**config.mk**
```make
export PLATFORM = sky130hd
export DESIGN_NAME = rob_commit_ctrl
export DESIGN_NICKNAME = d
export VERILOG_FILES = /design/src/rtl/rob_commit_ctrl.sv
export SDC_FILE = /design/constraint.sdc
export NUM_CORES = 1
export LEC_CHECK = 0
export CORE_MARGIN = 2
export CORE_UTILIZATION = 32
export CTS_CLUSTER_DIAMETER = 80
export DETAILED_ROUTE_END_ITERATION = 16
export PLACE_DENSITY_LB_ADDON = 0.2
export RECOVER_POWER = 100
export SYNTH_ARGS = -nofsm -noshare
export SYNTH_HDL_FRONTEND = slang
export SYNTH_SLANG_ARGS = --single-unit
export TNS_END_PERCENT = 1
```
**constraint.sdc**
```tcl
create_clock -name clk -period 3.69 [get_ports clk]
set_input_delay 0.738 -clock clk [delete_from_list [all_inputs] [get_ports clk]]
set_output_delay 0.738 -clock clk [all_outputs]
set_load 0.1 [all_outputs]
```
**src/rtl/rob_commit_ctrl.sv**
```systemverilog
// rob_commit_ctrl -- 8-entry in-order reorder buffer commit controller.
//
// Instructions are allocated in program order at the tail and complete out of
// order through the writeback port. The head entry retires once it is marked
// done, so at most one entry retires per cycle. Retirement drives a registered
// register-file write port.
//
// Ports
//   clk                 single clock, rising edge
//   reset               asynchronous, active-low
//   alloc_req           issue requests one entry
//   alloc_ok / alloc_tag  combinational: room available / tag handed out
//   wb_valid/tag/data/dest/we  completion from writeback
//   flush               synchronous squash of every entry
//   retire, rf_we, rf_addr, rf_data  registered retirement outputs
//   count, empty        occupancy (registered) and its zero flag

// One ROB slot: alloc/done flags plus the completion payload.
module rob_entry (
  input  logic        clk,
  input  logic        reset,
  input  logic        flush,
  input  logic        set_alloc,
  input  logic        clr_alloc,
  input  logic        wb_wr,
  input  logic        wb_we,
  input  logic [2:0]  wb_dest,
  input  logic [15:0] wb_data,
  output logic        alloc,
  output logic        done,
  output logic        we,
  output logic [2:0]  dest,
  output logic [15:0] data
);

  always_ff @(posedge clk or negedge reset) begin
    if (!reset) begin
      alloc <= 1'b0;
      done  <= 1'b0;
      we    <= 1'b0;
      dest  <= '0;
      data  <= '0;
    end else if (flush) begin
      alloc <= 1'b0;
      done  <= 1'b0;
    end else begin
      // set_alloc and clr_alloc never target the same slot: a slot being
      // committed is allocated, so it cannot be the free slot at the tail.
      if (set_alloc) begin
        alloc <= 1'b1;
        done  <= 1'b0;
      end
      if (clr_alloc) alloc <= 1'b0;
      if (wb_wr) begin
        done <= 1'b1;
        we   <= wb_we;
        dest <= wb_dest;
        data <= wb_data;
      end
    end
  end

endmodule

module rob_commit_ctrl (
  input  logic        clk,
  input  logic        reset,
  input  logic        alloc_req,
  output logic        alloc_ok,
  output logic [2:0]  alloc_tag,
  input  logic        wb_valid,
  input  logic [2:0]  wb_tag,
  input  logic [15:0] wb_data,
  input  logic [2:0]  wb_dest,
  input  logic        wb_we,
  input  logic        flush,
  output logic        retire,
  output logic        rf_we,
  output logic [2:0]  rf_addr,
  output logic [15:0] rf_data,
  output logic [3:0]  count,
  output logic        empty
);

  localparam int DEPTH = 8;

  logic [2:0] head_q, tail_q;

  logic [DEPTH-1:0]       ent_alloc, ent_done, ent_we;
  logic [DEPTH-1:0][2:0]  ent_dest;
  logic [DEPTH-1:0][15:0] ent_data;

  logic do_alloc, do_commit, wb_hit;

  assign alloc_ok  = (count < 4'd8);
  assign alloc_tag = tail_q;
  assign empty     = (count == 4'd0);

  // Every decision below looks only at pre-edge entry state, so a completion
  // to the head this cycle commits next cycle, and a completion to the slot
  // being allocated this cycle is dropped.
  assign do_alloc  = alloc_req && alloc_ok;
  assign do_commit = ent_alloc[head_q] && ent_done[head_q];
  assign wb_hit    = wb_valid && ent_alloc[wb_tag] && !ent_done[wb_tag];

  for (genvar i = 0; i < DEPTH; i++) begin : g_ent
    rob_entry u_ent (
      .clk       (clk),
      .reset     (reset),
      .flush     (flush),
      .set_alloc (do_alloc  && (tail_q == 3'(i))),
      .clr_alloc (do_commit && (head_q == 3'(i))),
      .wb_wr     (wb_hit    && (wb_tag == 3'(i))),
      .wb_we     (wb_we),
      .wb_dest   (wb_dest),
      .wb_data   (wb_data),
      .alloc     (ent_alloc[i]),
      .done      (ent_done[i]),
      .we        (ent_we[i]),
      .dest      (ent_dest[i]),
      .data      (ent_data[i])
    );
  end

  always_ff @(posedge clk or negedge reset) begin
    if (!reset) begin
      head_q  <= '0;
      tail_q  <= '0;
      count   <= '0;
      retire  <= 1'b0;
      rf_we   <= 1'b0;
      rf_addr <= '0;
      rf_data <= '0;
    end else if (flush) begin
      head_q  <= '0;
      tail_q  <= '0;
      count   <= '0;
      retire  <= 1'b0;
      rf_we   <= 1'b0;
    end else begin
      if (do_alloc) tail_q <= tail_q + 3'd1;
      if (do_commit) begin
        head_q  <= head_q + 3'd1;
        retire  <= 1'b1;
        rf_we   <= ent_we[head_q];
        rf_addr <= ent_dest[head_q];
        rf_data <= ent_data[head_q];
      end else begin
        // rf_addr/rf_data hold their last retired values.
        retire <= 1'b0;
        rf_we  <= 1'b0;
      end
      count <= count + {3'b0, do_alloc} - {3'b0, do_commit};
    end
  end

endmodule

```
-- After elaboration in Yosys (flattened, before gate mapping)
Cells that the tools add are included.
- register bits after elaboration: 207
- bits in latches: 0
- memory bits (writable): 0
- bits in read-only memories: 0
- bits of input ports: 28
- output and inout port bits: 30
- word-level logic and storage cells: 207
- memories: 0
- add/sub/neg operators: 4
- multipliers: 0
- divide/modulo/power cells: 0
- $lt $le $gt $ge: 3
- eq/ne operators: 21
- shift operators: 0
- mux-type cells: 71
- bitwise gates (word level): 1
- reduce and logical (&&, ||, !) cells: 60
- operator list (operator ; count):
    $mux 1 ; 57
    $bmux 16 s3 ; 1
    $reduce_bool 3->1 ; 16
    $eq 3x3->1 const B ; 12
    $logic_and 1x1->1 ; 28
    $eq 3x2->1 const B ; 6
    $reduce_and 2->1 ; 9
    $mux 16 ; 1
    $bmux 1 s3 ; 5
    $mux 3 ; 5
    $bmux 3 s3 ; 1
    $eq 3x1->1 const B ; 3
    $logic_not 3->1 ; 3
    $lt 3x4->1 const B ; 2
    $add 3x1->3 const B ; 2
    $add 4x1->4 ; 1
    $logic_not 4->1 ; 1
    $lt 4x4->1 const B ; 1
    $mux 4 ; 1
    $reduce_bool 2->1 ; 2
    $sub 4x1->4 ; 1
    $logic_not 1->1 ; 1
    $not 1->1 ; 1

-- Logic depth before layout (Yosys ltp)
Gate-level depths: netlist of run 1.
- word-level depth: 7
- depth in mapped cells: 12
- mapped depth without buffers: 11

-- By module
Synthesis of run 1 repeated with hierarchy kept, for this count alone.
- cell total of the unflattened synthesis: 681
- area, all modules: 10395.0 um^2
- by module, submodules not included (module ; instances ; cells each ; area each (um^2) ; seq. area each (um^2)):
    rob_entry ; 8 ; 50 ; 910.9 ; 550.5
    rob_commit_ctrl ; 1 ; 281 ; 3108.0 ; 775.7

-- Least setup slack after synthesis of run 1
No wires, ideal clock.
- path type: register -> output
- start: register count[3]
- end: output port empty
- arrival time: 3.992 ns
- data required time: 2.952 ns
- slack: -1.040 ns
- stages on the path, launching flop included: 4
- path through: dfrtp_1 inv_1 ha_1 nor3b_1
- word-level cells in the longest chain between the ends: 1
- RTL lines (what ; line ; text):
    from (decl) ; 81 ; output logic [3:0] count,
    from (signal assigned) ; 153 ; count <= count + {3'b0, do_alloc} - {3'b0, do_commit};
    $logic_not 4->1 ; 97 ; assign empty = (count == 4'd0);
    to (decl) ; 82 ; output logic empty
No other way between the ends.

-- Final worst setup path of run 1
- start: input port flush
- end: register g_ent[0].u_ent.data[9]
- word-level cells in the longest chain between the ends: 2
- RTL lines (what ; line ; text):
    from (decl) ; 76 ; input logic flush,
    $not 1->1 (no line) ; n/a ;
    $reduce_and 2->1 (no line) ; n/a ;
    to (signal assigned) ; 58 ; data <= wb_data;
    to (decl) ; 33 ; output logic [15:0] data
No other way between the ends.
A chain may end at the register's enable or synchronous reset.

==> flow_summary.toml, run 1 <==
[run_status]
status = "finished, violations left"
failed_checks = "capacitance limit, slew limit"

[synth]
syn_area_um2 = 9470
synth_top_area_cell = "dfrtp_1"
syn_avg_cell_area_um2 = 14.4
synth_cell_types = 35
synth_edf_count = 0
synthCells = 659
syn_nets = 705
ys_ff_latch = 207
synth_top_area_share_pct = 54.7
ys_warn_count = 0
async_reset_ff_share_pct = 100
yosys-top-cells-area = "dfrtp_1, mux2_2, mux4_2"
synth_sequential_area_ratio_pct = 54.7
yosysMostFrequentCell = "dfrtp_1"
synth-main-ff-cell = "dfrtp_1"
synth_common_cells = "dfrtp_1, mux2_2, nand2_1"

[grt]
globalRouteTotalUtil_pct = 15.0
grt_max_degree = 94
overflow = 0
grt_pass1_wl_mm = 36.2
grt_pass1_vias = 6314
antenna_found_initial = 0

[floorplanning]
std_cell_rows = 62
die-area_um2 = 31000
die_w_um = 176
ios = 58
die_h_um = 176
coreArea_um2 = 28900
start_util_pct = 32.7

[clocking]
cts_resized = 0
h-tree-depth = 1
hold_buffers = 0
cts.clk_slew.worst_paths_ns = 0.05
root_buffer = "clkbuf_16"
clk_path_buf_depth = 3
cts_setup_buffers = 0
insertion_delay_ns = 0.51
cts_tree = "built"
cts.sinks = 207
cts_made_buffers = 24

[power]
finalPower_mw = 5.71
p_switching_mw = 1.49
power.density_nw_per_um2 = 506
seqPwrFrac_pct = 44.2
p_leak_nw = 5.46
clockPowerShare_pct = 41.6
p_sw_share_pct = 26.1
peakVddDrop_mv = 0.270
p_comb_share_pct = 14.2
internal-power_mw = 4.21

[sta]
post-route-min-period_ns = 3.13
setup_viol = 0
layout_setup_ws_ns = 0.557
hold_viol = 0
tightest_slew_ns = 2.40
rsz0062_at_grt = "no"
fin_skew_ns = 0.00949
min_period_over_period_pct = 84.9
relSlewSlack_pct = -60.3
max_freq_mhz = 319
slew_viol_final = 201
hold_ws_ns = 0.501
setup_tns_ns = 0

[setup_path]
end_kind = "register"
path_class = "input pin to register"
required_ns = 4.08
critical_path_arrival_ns = 3.52
crit_fanout = 21
start_kind = "input pin"

[route]
avgRoutedWirePerCell_um = 19.5
drt_iter0_drc = 286
first_pass_iters = 4
drc = 0
vias = 5600
wirelength_mm = 22.0
post_drt_via_cell_ratio = 4.97
drtAntennaViolNets = 0

[place]
dpl.hpwl_mm = 13.8
gp_congestion = 0.790
pre_cts_slack_ns = 0.639
port-buffer-count = 57

[final_layout]
final_util_pct = 39.0
n_antenna_cell = 0
area_delta_synth_final_pct = 19.1
layout-drive-gt1-share_pct = 37.1
nets = 772

[worst_hold_path]
min-delay-path-class = "register to register"

[job]
drv_cap = 5
==> state kept, by name, summed over array words and instances (netlist names) <==
register / count
g_ent.u_ent.done: 8
alloc_tag: 3
g_ent.u_ent.alloc: 8
count: 4
g_ent.u_ent.dest: 24
rf_we: 1
rf_addr: 3
head_q: 3
retire: 1
g_ent.u_ent.we: 8
g_ent.u_ent.data: 128
rf_data: 16
==> through the flow <==
stage,cells,cell area [um^2]
2_1_floorplan,659,9480
3_3_place_gp,1084,10600
3_5_place_dp,1084,10600
4_1_cts,1127,11400
5_1_grt,1127,11300
6_report,1127,11300
==> worst paths after layout <==
| path | from | endpoint | slack [ns] | cells past startpoint |
|---|---|---|---|---|
| worst max-delay path | flush | g_ent[0].u_ent.data[9] | 0.56 | 6 |
| worst min-delay path | g_ent[0].u_ent.dest[0] | g_ent[0].u_ent.dest[0] | 0.50 | 1 |
| worst max register to register | head_q[1] | count[2] | 0.66 | 10 |
| worst min register to register | g_ent[0].u_ent.dest[0] | g_ent[0].u_ent.dest[0] | 0.50 | 1 |
| max in group asynchronous | reset | head_q[0] | 1.14 | 1 |
| min in group asynchronous | reset | g_ent[6].u_ent.data[8] | 0.91 | 1 |
==> metal layers <==
metal / GRT usage (%) / part of all wire [%]
met5: 0 / 0
met4: 3.86 / 2.2
met3: 2.30 / 3.6
met2: 24.2 / 47
met1: 21.3 / 47
==> cell families after synthesis <==
kind of cell    Yosys count  share of synthesized area (%)
mux                     227                           32.3
simple gates            129                           6.21
xor+xnor                  3                          0.277
buf+inv                  53                           2.43
fa+ha+maj                18                           2.46
compound gates           22                           1.61
flops                   207                           54.7
==> power groups by stage <==
stage / combinational, mW / clock [mW] / sequential, mW
finish: 0.813 / 2.37 / 2.52
global route: 0.887 / 2.56 / 2.54
CTS: 0.849 / 2.44 / 2.52
detailed placement: 0.846 / 0 / 2.56
global placement: 0.826 / 0 / 2.55
floorplan: 0.453 / 0 / 2.68
==> cells in the final DEF, fill, tap and decap left out, types with 4 or more instances in the layout <==
| master | instances |
|---|---|
| clkbuf_16 | 25 |
| nand2_1 | 78 |
| clkbuf_8 | 8 |
| a211oi_1 | 6 |
| inv_1 | 14 |
| nand4b_1 | 6 |
| a21oi_1 | 8 |
| clkbuf_2 | 4 |
| mux2_2 | 176 |
| buf_4 | 6 |
| clkdlybuf4s50_1 | 24 |
| clkbuf_1 | 16 |
| mux4_2 | 44 |
| dfrtp_1 | 205 |
| ha_1 | 17 |
| nor2b_1 | 7 |
| nand3_1 | 9 |
| mux2_1 | 4 |
| and2_1 | 7 |
| nor2_1 | 14 |
| dlygate4sd3_1 | 31 |
==> layout make-up <==
class | count | area (um^2)
fill | 2688 | 17700
sequential | 207 | 5180
multi-input combinational | 399 | 4060
clock buffer | 39 | 758
timing repair buffer | 77 | 693
tap | 384 | 480
inverter | 17 | 65.1
clock inverter | 4 | 45.0
==> worst max-delay path, stage by stage <==
cell	delay [ns]
dlygate4sd3_1	0.55
buf_4	0.26
nor3b_1	0.13
nand4b_1	0.12
clkbuf_1	1.26
mux2_2	0.45
Power figures use the tool's default switching activity.
==> inputs of run 2 (changes only) <==
==> constraint.sdc (replaced) <==
create_clock -name clk -period 3 [get_ports clk]
set_input_delay 0.6 -clock clk [delete_from_list [all_inputs] [get_ports clk]]
set_output_delay 0.6 -clock clk [all_outputs]
set_load 0.1 [all_outputs]
==> flow_summary.toml, run 2 (synthesized netlist as in run 1, its figures left out) <==
[setup_path]
cp_common_cell = "ha_1"
rrSetupSlack_ns = 0.27
cp_slowest_cell = "mux4_2"
slowest_delay_ns = 0.48
critical_path_arrival_ns = 3.10
critical_path.cell_chain = "and2_0 > mux4_2 > mux2i_1 > clkinv_1 > ha_1 > inv_1 > ha_1 > fa_1 > xnor2_1 > nor2_1"
start_kind = "register"
crit_fanout = 4
end_kind = "register"
path_class = "register to register"
required_ns = 3.37

[power]
peakVddDrop_mv = 0.275
power.density_nw_per_um2 = 617
finalPower_mw = 6.82
p_leak_nw = 5.29

[clocking]
cts.clk_slew.worst_paths_ns = 0.06
cts_resized = 0
hold_buffers = 0
insertion_delay_ns = 0.51
root_buffer = "clkbuf_16"
cts.sinks = 207
clk_path_buf_depth = 3
h-tree-depth = 1
cts_setup_buffers = 0
cts_made_buffers = 24
cts_tree = "built"

[route]
first_pass_iters = 4
post_drt_via_cell_ratio = 5.00
vias = 5661
wirelength_mm = 22.1
drc = 0
avgRoutedWirePerCell_um = 19.5
drtAntennaViolNets = 0
drt_iter0_drc = 267

[grt]
grt_max_degree = 71
grt_pass1_wl_mm = 35.9
grt_pass1_vias = 6228
globalRouteTotalUtil_pct = 14.9
overflow = 0
antenna_found_initial = 2

[worst_hold_path]
min-delay-path-class = "register to register"

[sta]
min_period_over_period_pct = 91.0
slew_viol_final = 70
setup_viol = 0
fin_skew_ns = 0.0147
relSlewSlack_pct = -21.3
max_freq_mhz = 366
tightest_slew_ns = 1.82
rsz0062_at_grt = "no"
post-route-min-period_ns = 2.73
setup_tns_ns = 0
layout_setup_ws_ns = 0.269
hold_viol = 0

[final_layout]
finalInstanceArea_um2 = 11100
layout_common_cells = "dfrtp_1, mux2_2, nand2_1, mux4_2, clkbuf_1"
reg.largest.list = "g_ent.u_ent.data x128, g_ent.u_ent.dest x24, rf_data x16"
layout-drive-gt1-share_pct = 38.0
final_common_cell = "dfrtp_1"
largest-register = "g_ent.u_ent.data"
largest_register_ffs = 128
fillers = 2754
area_delta_synth_final_pct = 16.8
nets = 775
final_util_pct = 38.2

[floorplanning]
ios = 58
die_w_um = 176
coreArea_um2 = 28900
start_util_pct = 32.7
die-area_um2 = 31000
die_h_um = 176
std_cell_rows = 62

[place]
pre_cts_slack_ns = 0.324
dpl.hpwl_mm = 13.5
port-buffer-count = 57
dpl_cell_area_um2 = 10500
gp_congestion = 0.841

[run_status]
status = "finished, violations left"
failed_checks = "capacitance limit, slew limit"

[job]
drv_cap = 1
[run 2: changes by cell type in the layout (fill, tap and decap cells not counted), sizes merged]
cell / delta
dlygate4sd3: -29
buf: -2
inv: -1
clkbuf: +30
clkinv: +6
bufinv: -1
clkinvlp: +1
diode: +1
[run 2: final cells by class]
class / count / area, um^2 / share of cell area, %
Inverter: 17 / 70.1 / 0.633
Sequential cell: 207 / 5180 / 46.9
Multi-Input combinational cell: 399 / 4060 / 36.7
Timing Repair Buffer: 80 / 513 / 4.64
Tap cell: 384 / 480 / 4.34
Clock inverter: 9 / 51.3 / 0.464
Antenna cell: 1 / 2.50 / 0.0226
Clock buffer: 35 / 703 / 6.36
[run 2: layer usage]
| metal | global-route usage (%) | vias to the layer above | share of wire, % | routed length (um) |
|---|---|---|---|---|
| met5 | 0 | - | 0.054 | 12 |
| met4 | 3.96 | 2 | 2.2 | 488 |
| met3 | 2.78 | 37 | 4.1 | 910 |
| met2 | 24.1 | 99 | 48 | 10500 |
| met1 | 20.7 | 3005 | 46 | 10100 |
| li1 | - | 2518 | - | - |
[run 2: path summary, 6_finish.rpt]
check,start,endpoint,cells past startpoint
setup / recovery,g_ent[0].u_ent.alloc,count[2],10
hold / removal,rf_data[9],rf_data[9],1
setup reg to reg,g_ent[0].u_ent.alloc,count[2],10
hold reg to reg,rf_data[9],rf_data[9],1
max in group asynchronous,reset,count[3],2
min in group asynchronous,reset,g_ent[4].u_ent.data[15],1
[run 2: critical path: cells and delay by family (launching register included)]
kind | cells | cell delay [ns]
multiplexers | 2 | 0.68
XOR/XNOR | 1 | 0.17
AND/OR/NAND/NOR | 2 | 0.23
buffers and inverters | 2 | 0.19
flip-flops | 1 | 0.41
adder cells (fa/ha/maj) | 3 | 0.91
[run 2: per-stage QoR]
step	hold WS, ns	instances
2_1_floorplan	0.304	659
3_3_place_gp	0.481	1087
3_5_place_dp	0.488	1087
4_1_cts	0.101	1131
5_1_grt	0.510	1131
6_report	0.494	1132
[run 2: power breakdown]
group	switching (mW)	internal [mW]
sequential	0.118	2.98
combinational	0.599	0.375
clock	1.12	1.62
total	1.84	4.98
